===== src/rtl/pwm_capture.sv =====
// PWM period / high-time capture with a two-flop input synchroniser.
// Define PWM_CAPTURE_GLITCH_FILTER_EN to reject high or low pulses shorter than 3 synchronised samples.
module pwm_capture #(
    parameter int WORD_WIDTH = 32
) (
    input  logic                  clk,
    input  logic                  rstn,
    input  logic                  enable,
    input  logic                  clear,
    input  logic                  pwm_in,
    output logic [WORD_WIDTH-1:0] period,
    output logic [WORD_WIDTH-1:0] high_time,
    output logic                  valid,
    output logic                  overflow
);

    typedef enum logic [1:0] {
        IDLE = 2'd0,
        HIGH = 2'd1,
        LOW  = 2'd2
    } state_t;

    state_t                state_q, state_d;
    logic                  sync1_q, sync2_q;
    logic                  s, sd_q;
    logic                  rise, fall, cntMax;
    logic [WORD_WIDTH-1:0] cnt_q, cnt_d;
    logic [WORD_WIDTH-1:0] highLatch_q, highLatch_d;
    logic [WORD_WIDTH-1:0] period_q, period_d;
    logic [WORD_WIDTH-1:0] highTime_q, highTime_d;
    logic                  valid_q, valid_d;
    logic                  overflow_q, overflow_d;

    always_ff @(posedge clk or negedge rstn) begin
        if (!rstn) begin
            sync1_q <= 1'b0;
            sync2_q <= 1'b0;
            sd_q    <= 1'b0;
        end else begin
            sync1_q <= pwm_in;
            sync2_q <= sync1_q;
            sd_q    <= s;
        end
    end

`ifdef PWM_CAPTURE_GLITCH_FILTER_EN
    // s only follows the synchroniser once three consecutive samples agree,
    // so both edges are delayed by the same two cycles.
    logic hist1_q, hist2_q, filt_q;

    always_ff @(posedge clk or negedge rstn) begin
        if (!rstn) begin
            hist1_q <= 1'b0;
            hist2_q <= 1'b0;
            filt_q  <= 1'b0;
        end else begin
            hist1_q <= sync2_q;
            hist2_q <= hist1_q;
            filt_q  <= s;
        end
    end

    assign s = ((sync2_q == hist1_q) && (hist1_q == hist2_q)) ? sync2_q : filt_q;
`else
    assign s = sync2_q;
`endif

    assign rise   = s & ~sd_q;
    assign fall   = ~s & sd_q;
    assign cntMax = &cnt_q;

    always_ff @(posedge clk or negedge rstn) begin
        if (!rstn) begin
            state_q     <= IDLE;
            cnt_q       <= '0;
            highLatch_q <= '0;
            period_q    <= '0;
            highTime_q  <= '0;
            valid_q     <= 1'b0;
            overflow_q  <= 1'b0;
        end else begin
            state_q     <= state_d;
            cnt_q       <= cnt_d;
            highLatch_q <= highLatch_d;
            period_q    <= period_d;
            highTime_q  <= highTime_d;
            valid_q     <= valid_d;
            overflow_q  <= overflow_d;
        end
    end

    // Saturation wins over an edge in the same cycle: the measurement is already invalid.
    always_comb begin
        state_d     = state_q;
        cnt_d       = cnt_q;
        highLatch_d = highLatch_q;
        period_d    = period_q;
        highTime_d  = highTime_q;
        valid_d     = 1'b0;
        overflow_d  = overflow_q;

        if (clear) begin
            state_d     = IDLE;
            cnt_d       = '0;
            highLatch_d = '0;
            period_d    = '0;
            highTime_d  = '0;
            overflow_d  = 1'b0;
        end else if (!enable) begin
            state_d = IDLE;
            cnt_d   = '0;
        end else begin
            case (state_q)
                IDLE: begin
                    if (rise) begin
                        state_d = HIGH;
                        cnt_d   = WORD_WIDTH'(1);
                    end
                end
                HIGH: begin
                    if (cntMax) begin
                        state_d    = IDLE;
                        overflow_d = 1'b1;
                    end else if (fall) begin
                        state_d     = LOW;
                        highLatch_d = cnt_q;
                        cnt_d       = cnt_q + WORD_WIDTH'(1);
                    end else begin
                        cnt_d = cnt_q + WORD_WIDTH'(1);
                    end
                end
                LOW: begin
                    if (cntMax) begin
                        state_d    = IDLE;
                        overflow_d = 1'b1;
                    end else if (rise) begin
                        state_d    = HIGH;
                        period_d   = cnt_q;
                        highTime_d = highLatch_q;
                        valid_d    = 1'b1;
                        cnt_d      = WORD_WIDTH'(1);
                    end else begin
                        cnt_d = cnt_q + WORD_WIDTH'(1);
                    end
                end
                default: begin
                    state_d = IDLE;
                end
            endcase
        end
    end

    assign period    = period_q;
    assign high_time = highTime_q;
    assign valid     = valid_q;
    assign overflow  = overflow_q;

endmodule


===== config.mk =====
export PLATFORM = sky130hd
export DESIGN_NAME = pwm_capture
export DESIGN_NICKNAME = d
export VERILOG_FILES = /design/src/rtl/pwm_capture.sv
export SDC_FILE = /design/constraint.sdc
export NUM_CORES = 1
export LEC_CHECK = 0
export BUFFER_PORTS_ARGS = -buffer_cell sky130_fd_sc_hd__buf_4
export CORE_ASPECT_RATIO = 1.75
export CORE_MARGIN = 5
export CORE_UTILIZATION = 36
export CTS_BUF_LIST = sky130_fd_sc_hd__clkbuf_8
export DETAILED_ROUTE_END_ITERATION = 7
export PLACE_DENSITY = 0.56
export RECOVER_POWER = 50
export SLEW_MARGIN = 40
export SYNTH_ARGS = -nofsm -noshare
export SYNTH_HDL_FRONTEND = slang
export SYNTH_SLANG_ARGS = --single-unit

===== constraint.sdc =====
create_clock -name clk -period 3.1 [get_ports clk]
set_clock_uncertainty 0.2 [all_clocks]
set_input_delay 0.62 -clock clk [delete_from_list [all_inputs] [get_ports clk]]
set_output_delay 0.62 -clock clk [all_outputs]
set_load 0.01 [all_outputs]

==> flow_metrics.py <==
metrics = {
    "route": {
        "drt_wl_total_mm": 18.7,
        "ant_nets": 0,
        "via_count": 5730,
        "vias_per_cell": 5.58,
        "drc_errors": 0,
        "wl_per_cell_um": 18.3,
        "drt_iter0_drc": 516,
        "firstDrtPassIters": 5,
    },
    "worst_setup_path": {
        "crit_chain": "ha_1 > nand3_2 > or4_1 > nor4_4 > nor2_2 > buf_4 > a31oi_1",
        "end_kind": "register",
        "cp-start-kind": "register",
        "slowest_delay_ns": 0.77,
        "crit_family": "simple AND/OR/NAND/NOR gates",
        "path_max_fanout": 22,
        "cp_slowest_cell": "or4_1",
        "crit_arrival_ns": 3.08,
        "worstPathBufferInverterCount": 1,
        "crit_required_ns": 3.25,
        "path_class": "reg -> reg",
    },
    "sta": {
        "hold_viol": 0,
        "drv_slew": 0,
        "layout_setup_ws_ns": 0.171,
        "setup_viol": 0,
        "slew_headroom": 0.314,
        "min_period_ns": 2.93,
        "tns_ns": 0,
        "fmaxAchievable_mhz": 341,
        "rsz0062_at_grt": "false",
        "worstMarginPinSlew_ns": 1.03,
        "fin_crit_sh": 0.945,
    },
    "floorplan": {
        "die_x_um": 114,
        "io_pins": 71,
        "die_h_um": 193,
        "fp-row-count": 67,
        "die_area_um2": 22000,
        "coreArea_um2": 18900,
        "floorplan.initialDensity": 0.362,
    },
    "power_and_ir_drop": {
        "power_leakage_nw": 3.31,
        "p_sw_frac": 0.237,
        "vdd_ir_drop_max_mv": 0.213,
        "power_density_nw_per_um2": 442,
        "power_frac_seq": 0.500,
        "pwr-share-clk": 0.462,
        "p_total_mw": 3.54,
        "internal_power_mw": 2.70,
        "power_switching_mw": 0.838,
        "comb_power_share": 0.038,
    },
    "synth": {
        "synthTopCellsByCount": "o21ai_0, dfrtp_1, nor2b_1",
        "synth_nets": 723,
        "synth_edf_count": 0,
        "ys_async_sr_fraction": 1.00,
        "yosysUniqueCellTypes": 58,
        "yosysWarnings": 0,
        "ys_seq_area_frac": 0.492,
        "post-synth-top-area-fraction": 0.492,
        "synth_most_common_cell": "o21ai_0",
        "ys_top_cells_by_area": "dfrtp_1, o21ai_0, nor2b_1, nand2b_1, a22o_1",
        "yosys.area.top_type": "dfrtp_1",
        "synthFlopType": "dfrtp_1",
        "yosys_register_bits": 135,
        "syn_inst": 713,
        "syn_area_um2": 6870,
        "syn_avg_cell_area_um2": 9.63,
    },
    "final_layout": {
        "regArea_um2": 3380,
        "antenna-diode-count": 0,
        "final_cells": 1026,
        "multiInputGateArea_um2": 3170,
        "n_fill_cell": 1923,
        "finish.utilization": 0.423,
        "area_growth_pct": 16.7,
        "drive_gt1_frac": 0.152,
        "final_nets": 782,
    },
    "place": {
        "dp_cells": 993,
        "dp_hpwl_mm": 12.7,
        "gp_congestion": 0.891,
        "post-place-ws_ns": 0.200,
        "portBuffers": 70,
    },
    "grt": {
        "gr-total-overflow": 0,
        "grt_pass1_wl_mm": 31.1,
        "track_usage": 0.175,
        "antenna_found_initial": 0,
        "grt_pass1_vias": 5842,
        "grt_max_degree": 73,
    },
    "hold_path": {
        "hp-class": "in -> reg",
    },
    "clocking": {
        "clk_pin_slew_ns": 0.08,
        "clock-root-buffer": "clkbuf_8",
        "post-cts-setup-buffers": 0,
        "cts_hold_buf": 1,
        "clockBufferDepth": 2,
        "insertion_delay_ns": 0.45,
        "cts-buffers-inserted": 17,
        "cts_tree": "built",
        "cts_max_level": 4,
        "cts_resized": 0,
        "numClockSinks": 135,
    },
    "flow_run": {
        "cap_violations": 0,
    },
    "run_status": {
        "run_status": "finished, final reports clean",
    },
}
logic make-up after synthesis:
group           after synthesis  share of synthesized area
simple gates                255                      0.223
compound gates              249                      0.225
flops                       135                      0.492
buf+inv                      67                     0.0483
fa+ha+maj                     5                    0.00911
mux                           2                    0.00310
final timing paths:
check,start,end,slack (ns),cells past startpoint
setup / recovery,cnt_q[1]$_DFFE_PN0P_,cnt_q[5]$_DFFE_PN0P_,0.17,7
hold / removal,pwm_in,sync1_q$_DFF_PN0_,0.1,1
setup reg to reg,cnt_q[1]$_DFFE_PN0P_,cnt_q[5]$_DFFE_PN0P_,0.17,7
hold reg to reg,sync1_q$_DFF_PN0_,s$_DFF_PN0_,0.16,0
max in group asynchronous,rstn,high_time[19]$_DFFE_PN0P_,0.57,3
min in group asynchronous,rstn,state_q[1]$_DFFE_PN0P_,0.68,2
power by group through the flow:
stage	clock, mW	combinational, mW	sequential (mW)
2_1_floorplan	0	0.0743	1.80
3_3_place_gp	0	0.138	1.80
3_5_place_dp	0	0.141	1.80
4_1_cts	1.69	0.142	1.77
5_1_grt	1.77	0.153	1.77
6_report	1.63	0.135	1.77
stage by stage:
stage | area [µm²] | hold slack (ns)
global placement | 7690 | 0.141
detailed placement | 7690 | 0.142
finish | 8010 | 0.0979
global route | 8010 | 0.0592
floorplan | 6870 | 0.124
CTS | 8140 | 0.0380
cell type report:
type,count,area share
flip-flops and latches,135,0.422
multi-input cells,511,0.396
repair buffers,98,0.0853
well taps,241,0.0376
clock buffers,18,0.0309
clock inverters,14,0.0245
inverters,9,0.00422
flip-flops by register name, indices dropped and copies added (netlist names):
register / count
cnt_q: 32
highLatch_q: 32
high_time: 32
period: 32
state_q: 2
overflow: 1
s: 1
sd_q: 1
sync1_q: 1
valid: 1
cell usage in the layout, fill, tap and decap left out, types with 13 or more instances in the layout:
cell,n
buf_4,58
nor2b_1,64
a22o_1,33
nand3_1,16
nand2b_1,63
nand2_1,31
clkbuf_1,30
a31oi_1,31
o21ai_0,137
nor2_1,15
dfrtp_1,135
nand4_1,13
clkbuf_8,18
metal layers:
layer | wire (µm) | track usage
met5 | 0 | 0
met4 | 528 | 0.0850
met3 | 674 | 0.0248
met2 | 9750 | 0.301
met1 | 7800 | 0.214
No activity file was read; power rests on OpenSTA's default activity.
